## src/rtl/jtag_dmi_pkg.sv

```systemverilog
// Shared instruction codes, DMI encodings and DTMCS layout for the JTAG DTM data-register chain.
package jtag_dmi_pkg;

  localparam logic [4:0] IR_IDCODE = 5'h01;
  localparam logic [4:0] IR_DTMCS  = 5'h10;
  localparam logic [4:0] IR_DMI    = 5'h11;

  typedef enum logic [1:0] {
    OP_NOP   = 2'd0,
    OP_READ  = 2'd1,
    OP_WRITE = 2'd2,
    OP_RSV   = 2'd3
  } dmi_op_e;

  typedef enum logic [1:0] {
    ST_OK     = 2'd0,
    ST_RSV    = 2'd1,
    ST_FAILED = 2'd2,
    ST_BUSY   = 2'd3
  } dmi_status_e;

  typedef struct packed {
    logic [13:0] zero;
    logic        dmihardreset;
    logic        dmireset;
    logic        rsv;
    logic [2:0]  idle;
    logic [1:0]  dmistat;
    logic [5:0]  abits;
    logic [3:0]  version;
  } dtmcs_t;

  typedef enum logic [1:0] {
    S_IDLE = 2'd0,
    S_REQ  = 2'd1,
    S_RESP = 2'd2
  } fsm_state_e;

endpackage

```

## src/rtl/jtag_dmi_req_fsm.sv

```systemverilog
// DMI request/response handshake FSM: holds the request payload and drops responses
// belonging to a transfer that was abandoned by dmihardreset or TAP reset.
module jtag_dmi_req_fsm
  import jtag_dmi_pkg::*;
#(
  parameter int unsigned ABITS = 7
) (
  input  logic             clock,
  input  logic             reset,
  input  logic             start_i,
  input  logic [ABITS-1:0] addr_i,
  input  logic [31:0]      data_i,
  input  logic [1:0]       op_i,
  input  logic             discard_set_i,
  output logic             busy_o,
  output logic             resp_done_o,
  output logic             req_valid_o,
  input  logic             req_ready_i,
  output logic [ABITS-1:0] req_addr_o,
  output logic [31:0]      req_data_o,
  output logic [1:0]       req_op_o,
  input  logic             resp_valid_i,
  output logic             resp_ready_o
);

  fsm_state_e       state_q, state_d;
  logic [ABITS-1:0] addr_q, addr_d;
  logic [31:0]      data_q, data_d;
  logic [1:0]       op_q, op_d;
  logic             discard_q, discard_d;
  logic             discard_now;

  // NOTE: sequential state uses <= so every register sees pre-edge values of the others.
  always_ff @(posedge clock or negedge reset) begin
    if (!reset) begin
      state_q   <= S_IDLE;
      addr_q    <= '0;
      data_q    <= '0;
      op_q      <= '0;
      discard_q <= 1'b0;
    end else begin
      state_q   <= state_d;
      addr_q    <= addr_d;
      data_q    <= data_d;
      op_q      <= op_d;
      discard_q <= discard_d;
    end
  end

  // NOTE: every output of this block gets a default first, so no path can infer a latch.
  always_comb begin
    state_d     = state_q;
    addr_d      = addr_q;
    data_d      = data_q;
    op_d        = op_q;
    discard_d   = discard_q;
    resp_done_o = 1'b0;
    // A discard request in the completing cycle still drops that response.
    discard_now = discard_q | (discard_set_i & (state_q != S_IDLE));
    case (state_q)
      S_IDLE: begin
        if (start_i) begin
          addr_d  = addr_i;
          data_d  = data_i;
          op_d    = op_i;
          state_d = S_REQ;
        end
      end
      S_REQ: begin
        discard_d = discard_now;
        if (req_ready_i) state_d = S_RESP;
      end
      S_RESP: begin
        discard_d = discard_now;
        if (resp_valid_i) begin
          state_d     = S_IDLE;
          resp_done_o = ~discard_now;
          discard_d   = 1'b0;
        end
      end
      default: state_d = S_IDLE;
    endcase
  end

  assign busy_o       = (state_q != S_IDLE);
  assign req_valid_o  = (state_q == S_REQ);
  assign resp_ready_o = (state_q == S_RESP);
  assign req_addr_o   = addr_q;
  assign req_data_o   = data_q;
  assign req_op_o     = op_q;

endmodule

```

## src/rtl/jtag_dmi_chain.sv

```systemverilog
// JTAG DTM data-register back end: shared DR shift register, DTMCS/DMI/BYPASS decode and sticky status.
// Define JTAG_DMI_IDCODE_EN to make instruction 0x01 select the 32-bit IDCODE register instead of BYPASS.
module jtag_dmi_chain
  import jtag_dmi_pkg::*;
#(
  parameter int unsigned ABITS    = 7,
  parameter logic [31:0] IDCODE   = 32'h0000_0001,
  parameter logic [2:0]  DTM_IDLE = 3'd1
) (
  input  logic             clock,
  input  logic             reset,
  input  logic [4:0]       instruction,
  input  logic             tap_reset,
  input  logic             dr_shift,
  input  logic             dr_capture,
  input  logic             dr_update,
  input  logic             dr_data,
  output logic             dr_tdo,
  output logic             dmi_req_valid,
  input  logic             dmi_req_ready,
  output logic [ABITS-1:0] dmi_req_addr,
  output logic [31:0]      dmi_req_data,
  output logic [1:0]       dmi_req_op,
  input  logic             dmi_resp_valid,
  output logic             dmi_resp_ready,
  input  logic [31:0]      dmi_resp_data,
  input  logic [1:0]       dmi_resp_resp
);

  localparam int unsigned W = ABITS + 34;

  logic [W-1:0]     sr_q, sr_d;
  logic             upd_q;
  dmi_status_e      sticky_q, sticky_d;
  logic [31:0]      result_q, result_d;
  logic [ABITS-1:0] last_addr_q, last_addr_d;

  logic             fsm_busy, resp_done, req_start, discard_set;
  logic             upd_fire, sel_dmi, sel_dtmcs;
  logic [ABITS-1:0] sr_addr;
  logic [31:0]      sr_data;
  dmi_op_e          sr_op;
  dmi_status_e      cap_status;
  dtmcs_t           dtmcs;

  assign upd_fire  = dr_update & ~upd_q;
  assign sel_dmi   = (instruction == IR_DMI);
  assign sel_dtmcs = (instruction == IR_DTMCS);
  assign sr_addr   = sr_q[W-1:34];
  assign sr_data   = sr_q[33:2];
  assign sr_op     = dmi_op_e'(sr_q[1:0]);
  assign cap_status = fsm_busy ? ST_BUSY : sticky_q;
  assign dr_tdo    = sr_q[0];

  assign req_start = upd_fire & sel_dmi & ~tap_reset & ~fsm_busy & (sticky_q == ST_OK) &
                     ((sr_op == OP_READ) || (sr_op == OP_WRITE));
  assign discard_set = tap_reset | (upd_fire & sel_dtmcs & sr_q[17]);

  always_comb begin
    dtmcs         = '0;
    dtmcs.idle    = DTM_IDLE;
    dtmcs.dmistat = sticky_q;
    dtmcs.abits   = 6'(ABITS);
    dtmcs.version = 4'd1;
  end

  always_comb begin
    sr_d = sr_q;
    if (tap_reset) begin
      sr_d = '0;
    end else if (dr_capture) begin
      case (instruction)
        IR_DMI:    sr_d = {last_addr_q, result_q, cap_status};
        IR_DTMCS:  sr_d = W'(dtmcs);
`ifdef JTAG_DMI_IDCODE_EN
        IR_IDCODE: sr_d = W'(IDCODE);
`endif
        default:   sr_d = '0;
      endcase
    end else if (dr_shift) begin
      // TDI enters at the top bit of whichever register is selected.
      sr_d = sr_q >> 1;
      case (instruction)
        IR_DMI:    sr_d[W-1] = dr_data;
        IR_DTMCS:  sr_d[31]  = dr_data;
`ifdef JTAG_DMI_IDCODE_EN
        IR_IDCODE: sr_d[31]  = dr_data;
`endif
        default:   sr_d[0]   = dr_data;
      endcase
    end
  end

  // Later assignments win: failed < busy < dmireset/dmihardreset < tap_reset.
  always_comb begin
    sticky_d    = sticky_q;
    result_d    = result_q;
    last_addr_d = last_addr_q;
    if (resp_done) begin
      result_d = dmi_resp_data;
      if ((dmi_resp_resp != 2'd0) && (sticky_q != ST_BUSY)) sticky_d = ST_FAILED;
    end
    if (upd_fire && sel_dmi && fsm_busy) sticky_d = ST_BUSY;
    if (upd_fire && sel_dtmcs && (sr_q[16] || sr_q[17])) sticky_d = ST_OK;
    if (req_start) last_addr_d = sr_addr;
    if (tap_reset) begin
      sticky_d    = ST_OK;
      result_d    = '0;
      last_addr_d = '0;
    end
  end

  always_ff @(posedge clock or negedge reset) begin
    if (!reset) begin
      sr_q        <= '0;
      upd_q       <= 1'b0;
      sticky_q    <= ST_OK;
      result_q    <= '0;
      last_addr_q <= '0;
    end else begin
      sr_q        <= sr_d;
      upd_q       <= dr_update;
      sticky_q    <= sticky_d;
      result_q    <= result_d;
      last_addr_q <= last_addr_d;
    end
  end

  jtag_dmi_req_fsm #(.ABITS(ABITS)) u_req_fsm (
    .clock         (clock),
    .reset         (reset),
    .start_i       (req_start),
    .addr_i        (sr_addr),
    .data_i        (sr_data),
    .op_i          (sr_q[1:0]),
    .discard_set_i (discard_set),
    .busy_o        (fsm_busy),
    .resp_done_o   (resp_done),
    .req_valid_o   (dmi_req_valid),
    .req_ready_i   (dmi_req_ready),
    .req_addr_o    (dmi_req_addr),
    .req_data_o    (dmi_req_data),
    .req_op_o      (dmi_req_op),
    .resp_valid_i  (dmi_resp_valid),
    .resp_ready_o  (dmi_resp_ready)
  );

endmodule

```

## config.mk

```make
export PLATFORM = sky130hd
export DESIGN_NAME = jtag_dmi_chain
export DESIGN_NICKNAME = d
export VERILOG_FILES = /design/src/rtl/jtag_dmi_pkg.sv /design/src/rtl/jtag_dmi_req_fsm.sv /design/src/rtl/jtag_dmi_chain.sv
export SDC_FILE = /design/constraint.sdc
export NUM_CORES = 1
export LEC_CHECK = 0
export CAP_MARGIN = 20
export CORE_MARGIN = 1.5
export CORE_UTILIZATION = 45
export CTS_BUF_LIST = sky130_fd_sc_hd__clkbuf_8
export DETAILED_ROUTE_END_ITERATION = 8
export PLACE_DENSITY = 0.7
export SYNTH_ARGS = -nofsm -noshare
export SYNTH_HDL_FRONTEND = slang
export SYNTH_SLANG_ARGS = --single-unit
```

## constraint.sdc

```tcl
create_clock -name clock -period 2.9 [get_ports clock]
set_input_delay 0.58 -clock clock [delete_from_list [all_inputs] [get_ports clock]]
set_output_delay 0.58 -clock clock [all_outputs]
set_load 0.01 [all_outputs]
```

==> impl_metrics.toml <==
[clock_tree]
tritoncts = "yes"
root_buffer = "sky130_fd_sc_hd__clkbuf_8"
clock_pin_slew_of_the_registers_on_the_worst_case_setup_and_hold_paths_ns = 0.07
worst_skew_pair.late_latency_ns = 0.43
cts_sinks = 127
numCtsBuffers = 17
htree_levels = 4
ctsLongestPathBuffers = 2
ctsResizeCount = 0
post_cts_buffers = 0
post_cts_hold_buffer_count = 0

[setup_path]
path_depth = 7
crit_family = "simple AND/OR/NAND/NOR gates"
crit_type = "reg -> reg"
slowest_stage = "sky130_fd_sc_hd__or4b_1"
critPathMaxStageDelay_ns = 0.60
worstPathRequired_ns = 3.21
setup_crit_end_kind = "register"
regToRegStartpoint = "u_req_fsm.state_q[1]"
worst_r2r_path_depth = 7
cp.arrival_ns = 3.00
critical_path.reg2reg.endpoint = "u_req_fsm.req_data_o[22]"
timing.reg2reg.setup_slack_ns = 0.22
critPathLaunchType = "register"
cp_max_fo = 18
critPathBufInv = 3
timing.critical_path.cells = "inv_1, ha_1, or4b_1, nor4_4, buf_4, buf_12, mux2_2"

[floorplan]
fp.dieArea_mm2 = 0.0135
num_io_pins = 92
floorplan.die.width_um = 116
core_area_mm2 = 0.0126
initial_utilization_pct = 45.9
dieHeight_um = 116
rows = 41

[power]
netSwitchingPower_mw = 0.941
power_frac_comb_pct = 12.3
leakage_nw = 3.20
power_dens_cells_mw_per_mm2 = 532
switching_share_pct = 24.2
p_int_mw = 2.95
irDropWorstVdd_uv = 226
sequential_fraction_of_design_power_pct = 47.4
clockPowerShare_pct = 40.3

[grt]
grt_first_pass_wirelength_um = 21500
largest_net_degree_at_the_start_of_global_routing = 67
globalRouteOverflowTotal = 0
antenna_violations_before_repair = 0
global_route.usage.total_pct = 20.7
grt_pass1_vias = 4279

[synth]
mean_instance_size_in_the_synthesized_netlist_um2 = 11.1
synth_simple_gate_area_share_pct = 13.3
yosysWarnings = 0
synth_area_mm2 = 0.00577
ys.flop_type = "sky130_fd_sc_hd__dfrtp_1"
yosys.cell_types.count = 45
synth_mux_area_share_pct = 10.1
synth_top_family_by_area = "compound AO/OA/AOI/OAI gates"
ys_seq_area_share_pct = 55.1
yosys.area_share.xor_xnor_pct = 0.152
synth_edf_count = 0
synth_area_in_compound_gates_pct = 16.0
synth_async_sr_flop_share_pct = 100
postSynthNetCount = 573
syn_inst = 521
ys_ff_latch = 127
synth_adder_area_share_pct = 0.867

[timing]
timing.final.hold_violations = 0
worstMarginPinSlew_ns = 0.649
achievable-frequency_mhz = 373
unrepaired_setup_endpoints_after_global_routing = "false"
finClkSkew_ns = 0.0103
fin_crit_sh_pct = 92.5
slew_viol_final = 0
setup_viol_count_final = 0
period_minus_slack_ns = 2.68
setup_total_negative_slack_ns = 0
timing.max_slew.rel_slack_pct = 56.6

[final_layout]
final_cell_mix = "127 x sky130_fd_sc_hd__dfrtp_1, 89 x sky130_fd_sc_hd__clkdlybuf4s50_1, 63 x sky130_fd_sc_hd__o21ai_0, 57 x sky130_fd_sc_hd__a21oi_1, 42 x sky130_fd_sc_hd__mux2_2"
num-nets-final = 662
layout-drive-gt1-share_pct = 20.8
layout.core_utilization_pct = 58.3
seqCellArea_mm2 = 0.00318
antenna_cells_inserted = 0
multi_input_area_mm2 = 0.00235
filler_cell_count = 1077
area.growth.synth_to_final_pct = 27.0
layout.cells.most_common = "sky130_fd_sc_hd__dfrtp_1"

[route]
antenna_violating_nets_post_route = 0
via_density = 5.50
routed-via-count = 4357
detail_route.drc_violations = 0
wl_um = 13400
drt_pre_antenna_iters = 5
detail_route.wl_per_cell_um = 16.9
drt_first_iter_violations = 338

[placement]
detailed_place_hpwl_um = 8650
port_buffers = 91
globalplace.congestion = 0.812

[run]
maxcap_viol_count = 0

[min_path]
hp-class = "in -> async"

[run_status]
status = "finished, final reports clean"
==> power groups by stage <==
stage,sequential [mW],combinational [mW],clock (mW)
2_1_floorplan,1.87,0.269,0
3_3_place_gp,1.87,0.462,0
3_5_place_dp,1.88,0.478,0
4_1_cts,1.84,0.481,1.60
5_1_grt,1.85,0.524,1.68
6_report,1.85,0.479,1.57
==> flip-flops by register name, summed over array words and instances (netlist names) <==
signal / cells
last_addr_q: 7
u_req_fsm.discard_q: 1
sticky_q: 2
upd_q: 1
u_req_fsm.state_q: 2
result_q: 32
sr_q: 41
u_req_fsm.req_op_o: 2
u_req_fsm.req_addr_o: 7
u_req_fsm.req_data_o: 32
==> cell families (layout without fill, tap and decap cells) <==
| logic type | count (synthesis) | in the layout |
|---|---|---|
| muxes | 53 | 53 |
| buffers and inverters | 59 | 158 |
| AOI/OAI and AO/OA | 156 | 156 |
| xor gates and xnor gates | 1 | 1 |
| adders and majority gates | 4 | 4 |
| and+or+nand+nor | 121 | 121 |
| DFF | 127 | 127 |
==> metal layers <==
metal / share of wire (%) / vias up / GRT usage [%]
met2: 48 / 147 / 32.6
met4: 0.63 / 0 / 6.50
met5: 0 / - / 0
li1: - / 2038 / -
met3: 5.5 / 8 / 4.72
met1: 46 / 2164 / 28.8
==> cell type report <==
type / count / area share [%]
clock inverter: 8 / 1.57
clock buffer: 21 / 3.94
timing repair buffer: 111 / 15.2
multi-input combinational: 335 / 32.0
sequential: 127 / 43.4
inverter: 18 / 0.922
tap: 172 / 2.94
==> worst register-to-register path: stages, from the launching register on <==
cell	delay, ns
sky130_fd_sc_hd__dfrtp_1	0.38
sky130_fd_sc_hd__inv_1	0.14
sky130_fd_sc_hd__ha_1	0.35
sky130_fd_sc_hd__or4b_1	0.60
sky130_fd_sc_hd__nor4_4	0.34
sky130_fd_sc_hd__buf_4	0.22
sky130_fd_sc_hd__buf_12	0.18
sky130_fd_sc_hd__mux2_2	0.36
==> cells in the mapped netlist, types with 2 or more instances <==
| master | instances | area share [%] |
|---|---|---|
| sky130_fd_sc_hd__nand2b_1 | 2 | 0.22 |
| sky130_fd_sc_hd__a211oi_1 | 8 | 1.0 |
| sky130_fd_sc_hd__o31ai_1 | 2 | 0.26 |
| sky130_fd_sc_hd__buf_6 | 2 | 0.39 |
| sky130_fd_sc_hd__inv_1 | 18 | 1.2 |
| sky130_fd_sc_hd__nor2_1 | 15 | 0.98 |
| sky130_fd_sc_hd__ha_1 | 4 | 0.87 |
| sky130_fd_sc_hd__nand2_1 | 27 | 1.8 |
| sky130_fd_sc_hd__nor3_1 | 6 | 0.52 |
| sky130_fd_sc_hd__or3_1 | 2 | 0.22 |
| sky130_fd_sc_hd__or3b_2 | 31 | 4.7 |
| sky130_fd_sc_hd__nor2b_1 | 27 | 2.9 |
| sky130_fd_sc_hd__a31oi_1 | 3 | 0.33 |
| sky130_fd_sc_hd__a222oi_1 | 11 | 1.9 |
| sky130_fd_sc_hd__dfrtp_1 | 127 | 55 |
| sky130_fd_sc_hd__or4b_1 | 2 | 0.35 |
| sky130_fd_sc_hd__or3b_1 | 2 | 0.30 |
| sky130_fd_sc_hd__mux2i_1 | 10 | 1.7 |
| sky130_fd_sc_hd__o21ai_0 | 63 | 5.5 |
| sky130_fd_sc_hd__buf_2 | 5 | 0.43 |
| sky130_fd_sc_hd__mux2_2 | 42 | 8.2 |
| sky130_fd_sc_hd__nand3_1 | 2 | 0.17 |
| sky130_fd_sc_hd__nor4b_2 | 2 | 0.52 |
| sky130_fd_sc_hd__o41ai_1 | 2 | 0.30 |
| sky130_fd_sc_hd__clkbuf_1 | 30 | 2.0 |
| sky130_fd_sc_hd__a21oi_1 | 57 | 4.9 |
==> worst max-delay path by stage <==
stage	start	to	slack, ns
floorplan	tap_reset	u_req_fsm.req_data_o[21]	0.46
global placement	instruction[1]	sticky_q[1]	0.04
detailed placement	instruction[3]	sticky_q[1]	0.01
CTS	u_req_fsm.state_q[1]	u_req_fsm.req_data_o[22]	0.23
global route	u_req_fsm.state_q[0]	u_req_fsm.req_data_o[30]	0.15
finish	u_req_fsm.state_q[1]	u_req_fsm.req_data_o[22]	0.22
==> through the flow <==
stage	hold slack, ns	total power [mW]	instance area, µm²	setup WS [ns]	cells
floorplan	0.284	2.14	5770	0.456	521
global placement	0.463	2.34	6920	0.0396	763
detailed placement	0.469	2.36	6920	0.0142	763
CTS	0.167	3.92	7330	0.230	792
global route	0.203	4.05	7330	0.151	792
finish	0.166	3.89	7330	0.218	792
No activity file was read; power rests on OpenSTA's default activity.
